File: config.mk
export PLATFORM = sky130hd
export DESIGN_NAME = tx_fifo_uart
export DESIGN_NICKNAME = d
export VERILOG_FILES = /design/src/rtl/tx_fifo_uart.sv
export SDC_FILE = /design/constraint.sdc
export NUM_CORES = 1
export LEC_CHECK = 0
export ABC_AREA = 0
export CAP_MARGIN = 20
export CORE_MARGIN = 5
export CORE_UTILIZATION = 59
export CTS_CLUSTER_SIZE = 40
export DETAILED_ROUTE_END_ITERATION = 8
export PLACE_DENSITY = 0.79
export SLEW_MARGIN = 10
export SYNTH_ARGS = -nofsm -noshare
export SYNTH_HDL_FRONTEND = slang
export SYNTH_SLANG_ARGS = --single-unit
export TNS_END_PERCENT = 10
File: constraint.sdc
create_clock -name clk -period 3.7 [get_ports clk]
set_input_delay 0.925 -clock clk [delete_from_list [all_inputs] [get_ports clk]]
set_output_delay 0.925 -clock clk [all_outputs]
set_load 0.02 [all_outputs]
File: src/rtl/tx_fifo_uart.sv
// tx_fifo_uart
// UART transmitter with a built-in transmit FIFO. Characters queued with
// single-cycle strobes are sent back-to-back, LSB first, framed as
// start, data, [parity], stop.
//
// Optional feature: define TX_PARITY_EN to add a parity bit after the data
// bits. PARITY_ODD then selects odd (1) or even (0) parity. Without the
// macro there is no parity state and PARITY_ODD has no effect.
//
// Ports:
//   clk      in   system clock, rising edge
//   reset    in   synchronous active-high reset
//   din      in   character to enqueue, sampled when send=1
//   send     in   single-cycle enqueue strobe
//   full     out  FIFO holds FIFO_DEPTH entries
//   empty    out  FIFO holds no entries
//   busy     out  a frame is on the line
//   sent     out  pulse in the last cycle of each frame's final stop bit
//   overflow out  sticky: a send arrived while full (cleared by reset)
//   tx_out   out  registered serial line, idle high
//
// State  | meaning
// IDLE   | line high, waiting for a queued character
// START  | start bit (low)
// DATA   | data bits, LSB first
// PARITY | parity bit (TX_PARITY_EN only)
// STOP   | STOP_BITS stop bits (high)
module tx_fifo_uart #(
    parameter int CLK_FREQUENCY = 100_000_000,
    parameter int BAUD_RATE     = 19_200,
    parameter int DATA_BITS     = 8,
    parameter int STOP_BITS     = 1,
    parameter int FIFO_DEPTH    = 4,
    parameter int PARITY_ODD    = 1
) (
    input  logic                 clk,
    input  logic                 reset,
    input  logic [DATA_BITS-1:0] din,
    input  logic                 send,
    output logic                 full,
    output logic                 empty,
    output logic                 busy,
    output logic                 sent,
    output logic                 overflow,
    output logic                 tx_out
);

    localparam int BAUD_DIV = CLK_FREQUENCY / BAUD_RATE;
    localparam int BAUD_W   = $clog2(BAUD_DIV);
    localparam int PTR_W    = $clog2(FIFO_DEPTH);
    localparam int CNT_W    = PTR_W + 1;

    localparam logic [BAUD_W-1:0] BAUD_LAST = BAUD_W'(BAUD_DIV - 1);
    localparam logic [2:0]        DATA_LAST = 3'(DATA_BITS - 1);
    localparam logic [2:0]        STOP_LAST = 3'(STOP_BITS - 1);

    typedef enum logic [2:0] {
        S_IDLE,
        S_START,
        S_DATA,
`ifdef TX_PARITY_EN
        S_PARITY,
`endif
        S_STOP
    } state_t;

    // ---------------- FIFO ----------------
    logic [DATA_BITS-1:0] mem_q [FIFO_DEPTH];
    logic [PTR_W-1:0]     wr_ptr_q, rd_ptr_q;
    logic [CNT_W-1:0]     count_q;
    logic                 overflow_q;
    logic                 push, pop;
    logic [DATA_BITS-1:0] head;

    assign full  = (count_q == CNT_W'(FIFO_DEPTH));
    assign empty = (count_q == '0);
    // full is the registered view from before the edge, so a push into a
    // full FIFO is dropped even when a pop frees a slot in the same cycle.
    assign push  = send & ~full;
    assign head  = mem_q[rd_ptr_q];
    assign overflow = overflow_q;

    always_ff @(posedge clk) begin
        if (push) begin
            mem_q[wr_ptr_q] <= din;
        end
    end

    always_ff @(posedge clk) begin
        if (reset) begin
            wr_ptr_q   <= '0;
            rd_ptr_q   <= '0;
            count_q    <= '0;
            overflow_q <= 1'b0;
        end else begin
            if (push) wr_ptr_q <= wr_ptr_q + 1'b1;
            if (pop)  rd_ptr_q <= rd_ptr_q + 1'b1;
            case ({push, pop})
                2'b10:   count_q <= count_q + 1'b1;
                2'b01:   count_q <= count_q - 1'b1;
                default: count_q <= count_q;
            endcase
            if (send && full) overflow_q <= 1'b1;
        end
    end

    // ---------------- transmitter FSM ----------------
    state_t               state_q, state_d;
    logic [BAUD_W-1:0]    baud_q, baud_d;
    logic [2:0]           bit_q, bit_d;
    logic [DATA_BITS-1:0] shift_q, shift_d;
    logic                 tx_q, tx_d;
    logic                 baud_end;
`ifdef TX_PARITY_EN
    logic                 par_q, par_d;
`endif

    assign baud_end = (baud_q == BAUD_LAST);
    assign busy     = (state_q != S_IDLE);
    assign tx_out   = tx_q;

    always_comb begin
        state_d = state_q;
        // State changes only happen on baud_end, so the wrap to zero is
        // also the clear on state entry.
        baud_d  = baud_end ? '0 : baud_q + 1'b1;
        bit_d   = bit_q;
        shift_d = shift_q;
        pop     = 1'b0;
        sent    = 1'b0;
`ifdef TX_PARITY_EN
        par_d   = par_q;
`endif
        case (state_q)
            S_IDLE: begin
                baud_d = '0;
                if (!empty) begin
                    pop     = 1'b1;
                    state_d = S_START;
                end
            end
            S_START: begin
                if (baud_end) begin
                    state_d = S_DATA;
                    bit_d   = '0;
                end
            end
            S_DATA: begin
                if (baud_end) begin
                    shift_d = shift_q >> 1;
                    if (bit_q == DATA_LAST) begin
                        bit_d = '0;
`ifdef TX_PARITY_EN
                        state_d = S_PARITY;
`else
                        state_d = S_STOP;
`endif
                    end else begin
                        bit_d = bit_q + 1'b1;
                    end
                end
            end
`ifdef TX_PARITY_EN
            S_PARITY: begin
                if (baud_end) begin
                    state_d = S_STOP;
                    bit_d   = '0;
                end
            end
`endif
            S_STOP: begin
                if (baud_end) begin
                    if (bit_q == STOP_LAST) begin
                        sent = 1'b1;
                        // Chain straight into the next start bit when more
                        // characters are waiting.
                        if (!empty) begin
                            pop     = 1'b1;
                            state_d = S_START;
                        end else begin
                            state_d = S_IDLE;
                        end
                    end else begin
                        bit_d = bit_q + 1'b1;
                    end
                end
            end
            default: state_d = S_IDLE;
        endcase

        if (pop) begin
            shift_d = head;
`ifdef TX_PARITY_EN
            par_d   = (^head) ^ 1'(PARITY_ODD);
`endif
        end

        // tx is registered from the next state so it lines up with state_q.
        case (state_d)
            S_START:  tx_d = 1'b0;
            S_DATA:   tx_d = shift_d[0];
`ifdef TX_PARITY_EN
            S_PARITY: tx_d = par_d;
`endif
            default:  tx_d = 1'b1;
        endcase
    end

    always_ff @(posedge clk) begin
        if (reset) begin
            state_q <= S_IDLE;
            baud_q  <= '0;
            bit_q   <= '0;
            shift_q <= '0;
            tx_q    <= 1'b1;
`ifdef TX_PARITY_EN
            par_q   <= 1'b0;
`endif
        end else begin
            state_q <= state_d;
            baud_q  <= baud_d;
            bit_q   <= bit_d;
            shift_q <= shift_d;
            tx_q    <= tx_d;
`ifdef TX_PARITY_EN
            par_q   <= par_d;
`endif
        end
    end

endmodule

# Word level (Yosys, flattened, before mapping)
# Memories as Yosys holds them, arrays and structs flattened. A register that Yosys moved wholly into a read port is not among the register bits.
# Index checks and enable logic that the tools add are counted.
# totals
regBits	36
mem_bits_rw	32
input_bits	11
memories	1
# classes
add_sub_neg	6
eq_ne	14
muxes	30
bitwise	2
n_reduce_logical	12
# mem_list
name	depth	width	read_ports	rd_clocked_by_memory_dff	wr	line	rtl
mem_q	4	8	1	1	1	68	logic [DATA_BITS-1:0] mem_q [FIFO_DEPTH];
# op_table
op	n
3-bit two-way mux	11
8-bit two-way mux	3
13-bit by 1-bit adder with 13-bit output (second input constant)	1
13-bit equality test (second input constant)	1
3-bit case mux with 4 select lines	1
3-bit by 2-bit equality test with 1-bit output (second input constant)	3
3-bit logical NOT	3
1-bit two-way mux	9
3-bit case mux with 3 select lines	1
2-bit inequality test (second input constant)	4
3-bit by 1-bit adder with 3-bit output (second input constant)	2
3-bit by 1-bit equality test with 1-bit output (second input constant)	2
3-bit equality test (second input constant)	2
3-bit case mux with 2 select lines	1
2-bit nonzero test	3
3-bit nonzero test	2
5-bit AND reduction	1
2-bit by 1-bit adder with 2-bit output (second input constant)	2
2-bit two-way mux	2
1-bit case mux with 2 select lines	2
3-bit OR reduction	1
3-bit by 1-bit subtractor with 3-bit output (second input constant)	1
2-bit by 1-bit equality test with 1-bit output (second input constant)	1
2-bit equality test (second input constant)	1
other kinds (4)	4

# Longest topological paths before layout
# logic_depth
depth_word	7
ltp_mapped	13

# Least setup slack after synthesis
# OpenSTA, ideal clock, no wires.
# synth_timing
kind	reg2reg
start	register baud_q[3]
end	register count_q[2]
setup_time_ps	70
arrival_time_ps	2721
required_time_ps	3630
slack_ps	908
path_stages_with_launch	12
synth_period_minus_slack_ps	2792
path_cell_list	dfxtp_1 -> or4_4 -> nor4_4 -> a41oi_4 -> buf_2 -> inv_1 -> ha_1 -> inv_1 -> fa_1 -> xor2_1 -> or3_1 -> a21oi_1
# synth_between
elab_chain_cells	5
word_cells_on_any_way	7
# synth_rtl
element	line	rtl
start: declaration	109	logic [BAUD_W-1:0] baud_q, baud_d;
start signal: assignment	221	baud_q <= baud_d;
13-bit equality test (*)	118	assign baud_end = (baud_q == BAUD_LAST);
1-bit two-way mux (*)	172	if (baud_end) begin
1-bit case mux with 2 select lines (*)	134	case (state_q)
named net pop	72	logic push, pop;
2-bit by 1-bit equality test with 1-bit output or 2-bit equality test (tied branches)	98	case ({push, pop})
3-bit case mux with 2 select lines or 2-bit nonzero test (tied branches)	-	
end signal: assignment	99	2'b10: count_q <= count_q + 1'b1;
end signal: assignment	100	2'b01: count_q <= count_q - 1'b1;
end signal: assignment	101	default: count_q <= count_q;
end: declaration	70	logic [CNT_W-1:0] count_q;
# The timed path passes the listed nets; every way through them passes the cells marked *.
# A chain may end at the register's enable or synchronous reset.

# Worst setup path in the final report
# layout_timing
start	register baud_q[3]
end	output port sent
# layout_between
elab_chain_cells	3
# layout_rtl
element	line	rtl
13-bit equality test	118	
1-bit two-way mux	172	
1-bit two-way mux	134	
end: declaration	43	output logic sent,
# Every way passes these cells.

==> results.yml <==
sta:
  tns_ps: 0
  fmaxAchievable_mhz: 301
  final.period_utilization_pct: 89.8
  slew_headroom_pct: 60.6
  setup_viol: 0
  skew_ps: 9.44
  finalHoldViolCount: 0
  rsz0062_at_grt: "false"
  layout_min_cycle_time_ps: 3320
  worst_pin_slew_ps: 587
  maxSlewViolCount: 0
worst_setup_path:
  critical_path.max_fanout: 6
  arrival_ps: 2400
  ff2ff_path_depth: 10
  endpoint_kind: "primary output"
  slowest_stage: "or4_4"
  reg2reg_from: "baud_q[3]"
  timing.rr.end: "count_q[2]"
  worst_setup_path_start_kind: "flip-flop"
  critPathKind: "reg2out"
  r2r_slack_ps: 780
  cp_slowest_stage_delay_ps: 610
  worst_ep_required_time_ps: 2770
  cp_cell_sequence: "or4_4 > nor4_4 > and3_1 > clkdlybuf4s50_1"
yosys:
  synth.distinct_cells: 43
  synth-async-reset-ratio_pct: 0
  netlist_instances: 253
  synth-compound-area-share_pct: 5.88
  synthMuxAreaShare_pct: 9.79
  ys_seq_elements: 70
  seq_area_frac_synth_pct: 56.6
  synthSimpleGateAreaFrac_pct: 16.1
  syn_area_per_cell_um2: 12.0
  yosys.area.top_type: "edfxtp_1"
  synthesis.nets: 274
  synth_top_area_share_pct: 31.6
  syn-cell-area_um2: 3040
  synth.area.top_cells: "edfxtp_1 (32%), dfxtp_1 (25%), mux4_2 (5.9%)"
  synth_edf_count: 32
  synthAdderAreaFrac_pct: 4.36
  synth_top_family_by_area: "simple AND/OR/NAND/NOR gates"
  synth_xor_area_share_pct: 3.74
  synthFlopType: "dfxtp_1"
  synth_warnings: 0
pwr:
  leakage_nw: 1.24
  irDropWorstVdd_uv: 420
  totalPowerFinal_mw: 2.08
  powerDensity_nw_per_um2: 602
drt:
  dr.pass1.iters: 4
  routed_wl_um: 4990
  drt.antenna.violating_nets: 0
  wire_per_inst_um: 14.4
  drt_iter0_drc: 100
  drc: 0
  vias: 1880
  vias_per_cell: 5.43
global_route:
  grt_max_degree: 25
  grt_pass1_vias: 1824
  grt_pass1_wl_um: 8430
  grt_util_all_layers_pct: 17.3
  antenna_found_initial: 0
  grt-ovfl-total: 0
cts:
  clkTransAtPathRegs_ps: 70
  ctsHoldBuffers: 0
  numCtsBuffers: 9
  cts_resized: 0
  clock_sinks: 70
  cts-root-buf: "clkbuf_8"
  worstSkewPairLatency_ps: 350
  tritoncts: "done"
  cts_buffer_depth: 2
  htreeDepth: 3
  cts_setup_buffers: 0
placement:
  gp_congestion: 0.864
  dpl.hpwl_um: 3590
  io_buffer_count: 16
floorplanning:
  die_w_um: 81.8
  core_area_um2: 5040
  rows: 26
  start_util_pct: 60.3
  die_h_um: 81.8
  die_area_um2: 6690
  ios: 17
layout:
  fillers: 368
  multi_input_area_um2: 1220
  drive_gt1_share_pct: 12.0
  nets: 292
  regArea_um2: 1720
  fin_util_pct: 68.5
  area_growth_syn_to_layout_pct: 13.6
  diodes: 0
worst_hold_path:
  min_delay_path_depth: 1
  min_to: "baud_q[0]"
  hold_class: "reg2reg"
  hp-start: "baud_q[0]"
job:
  cap_violations: 0
run_status:
  outcome: "finished clean"
## cells in the mapped netlist (all sizes together) (6+ instances only)
| cell | n |
|---|---|
| a21oi | 8 |
| nor2 | 35 |
| inv | 15 |
| clkbuf | 6 |
| or3 | 6 |
| mux2i | 8 |
| nand2 | 12 |
| mux4 | 8 |
| nand3 | 6 |
| xor2 | 9 |
| ha | 9 |
| and2 | 6 |
| a211oi | 7 |
| dfxtp | 38 |
| edfxtp | 32 |
## per-stage QoR
stage	instances	setup WS, ps	cell area, um^2	hold WS [ps]
final	346	376	3450	456
after global routing	346	275	3450	493
after CTS	346	352	3450	463
after detailed placement	330	736	3250	450
after global placement	330	764	3250	428
after floorplan	253	908	3040	418
## per-layer routing
| layer | GRT usage, % | vias to the layer above | wire [um] | share of wire, % |
|---|---|---|---|---|
| met5 | 0 | - | 0 | 0 |
| met4 | 8.97 | 0 | 109 | 2.2 |
| met3 | 4.71 | 9 | 218 | 4.4 |
| met2 | 28.8 | 29 | 2540 | 51 |
| met1 | 20.4 | 906 | 2120 | 43 |
| li1 | - | 936 | - | - |
## area by class of cell
class                      instances  share of cell area, %
tap                               70                   2.54
multi-input combinational        158                   35.2
inverter                          15                   1.63
timing repair buffer              17                   4.85
clock buffer                       9                   3.59
sequential                        70                   49.8
clock inverter                     7                   2.32
## layout by cell type (no fill, tap or decap), types with 2 or more instances in the layout
cell,Yosys,final
nand2b_1,3,3
nand4bb_1,2,2
nor3b_1,2,2
xor2_1,9,9
clkinvlp_4,0,2
inv_1,15,15
edfxtp_1,32,32
nor4_4,2,2
nor2b_1,2,2
or3_1,6,6
mux2i_1,8,8
clkdlybuf4s50_1,0,16
a211oi_1,7,7
and3_1,3,3
inv_6,0,3
mux2_2,2,2
mux4_2,8,8
clkbuf_8,0,9
nand3_1,6,6
nor3_1,3,3
nand2_1,12,12
nor2_1,35,35
xnor2_1,4,4
dfxtp_1,38,38
ha_1,9,9
nand4_1,3,3
a21oi_1,8,8
o21ai_0,4,4
and2_1,6,6
## cells by family after synthesis
logic type                 after synthesis
AOI/OAI and AO/OA                       25
and+or+nand+nor                         90
muxes                                   19
adders and majority gates               10
DFF                                     70
xor gates and xnor gates                13
buffers and inverters                   25
other                                    1
## registers in the layout, summed over array words and instances (netlist names), named ones only
name	flops
baud_q	13
count_q	3
rd_ptr_q	2
mem_q	32
shift_q	8
bit_q	3
state_q	3
overflow	1
tx_out	1
wr_ptr_q	2
## worst max-delay path by stage
stage | start | endpoint | slack, ps | cells after the start
after floorplan | baud_q[3] | count_q[2] | 910 | 11
after global placement | baud_q[3] | sent | 760 | 4
after detailed placement | baud_q[3] | sent | 740 | 4
after CTS | baud_q[3] | sent | 350 | 4
after global routing | baud_q[3] | sent | 270 | 4
final | baud_q[3] | sent | 380 | 4
## where the power goes
part / internal [mW] / total, mW / switching, mW
Combinational: 0.228 / 0.469 / 0.241
Clock: 0.319 / 0.618 / 0.299
Sequential: 0.918 / 0.994 / 0.0760
## critical path: cells and delay by family, from the launching register on
family                 cells  cell delay [ps]
buffers and inverters      1              600
DFF                        1              360
and+or+nand+nor            3             1110
Note: power is estimated with default switching activity, not from simulation.
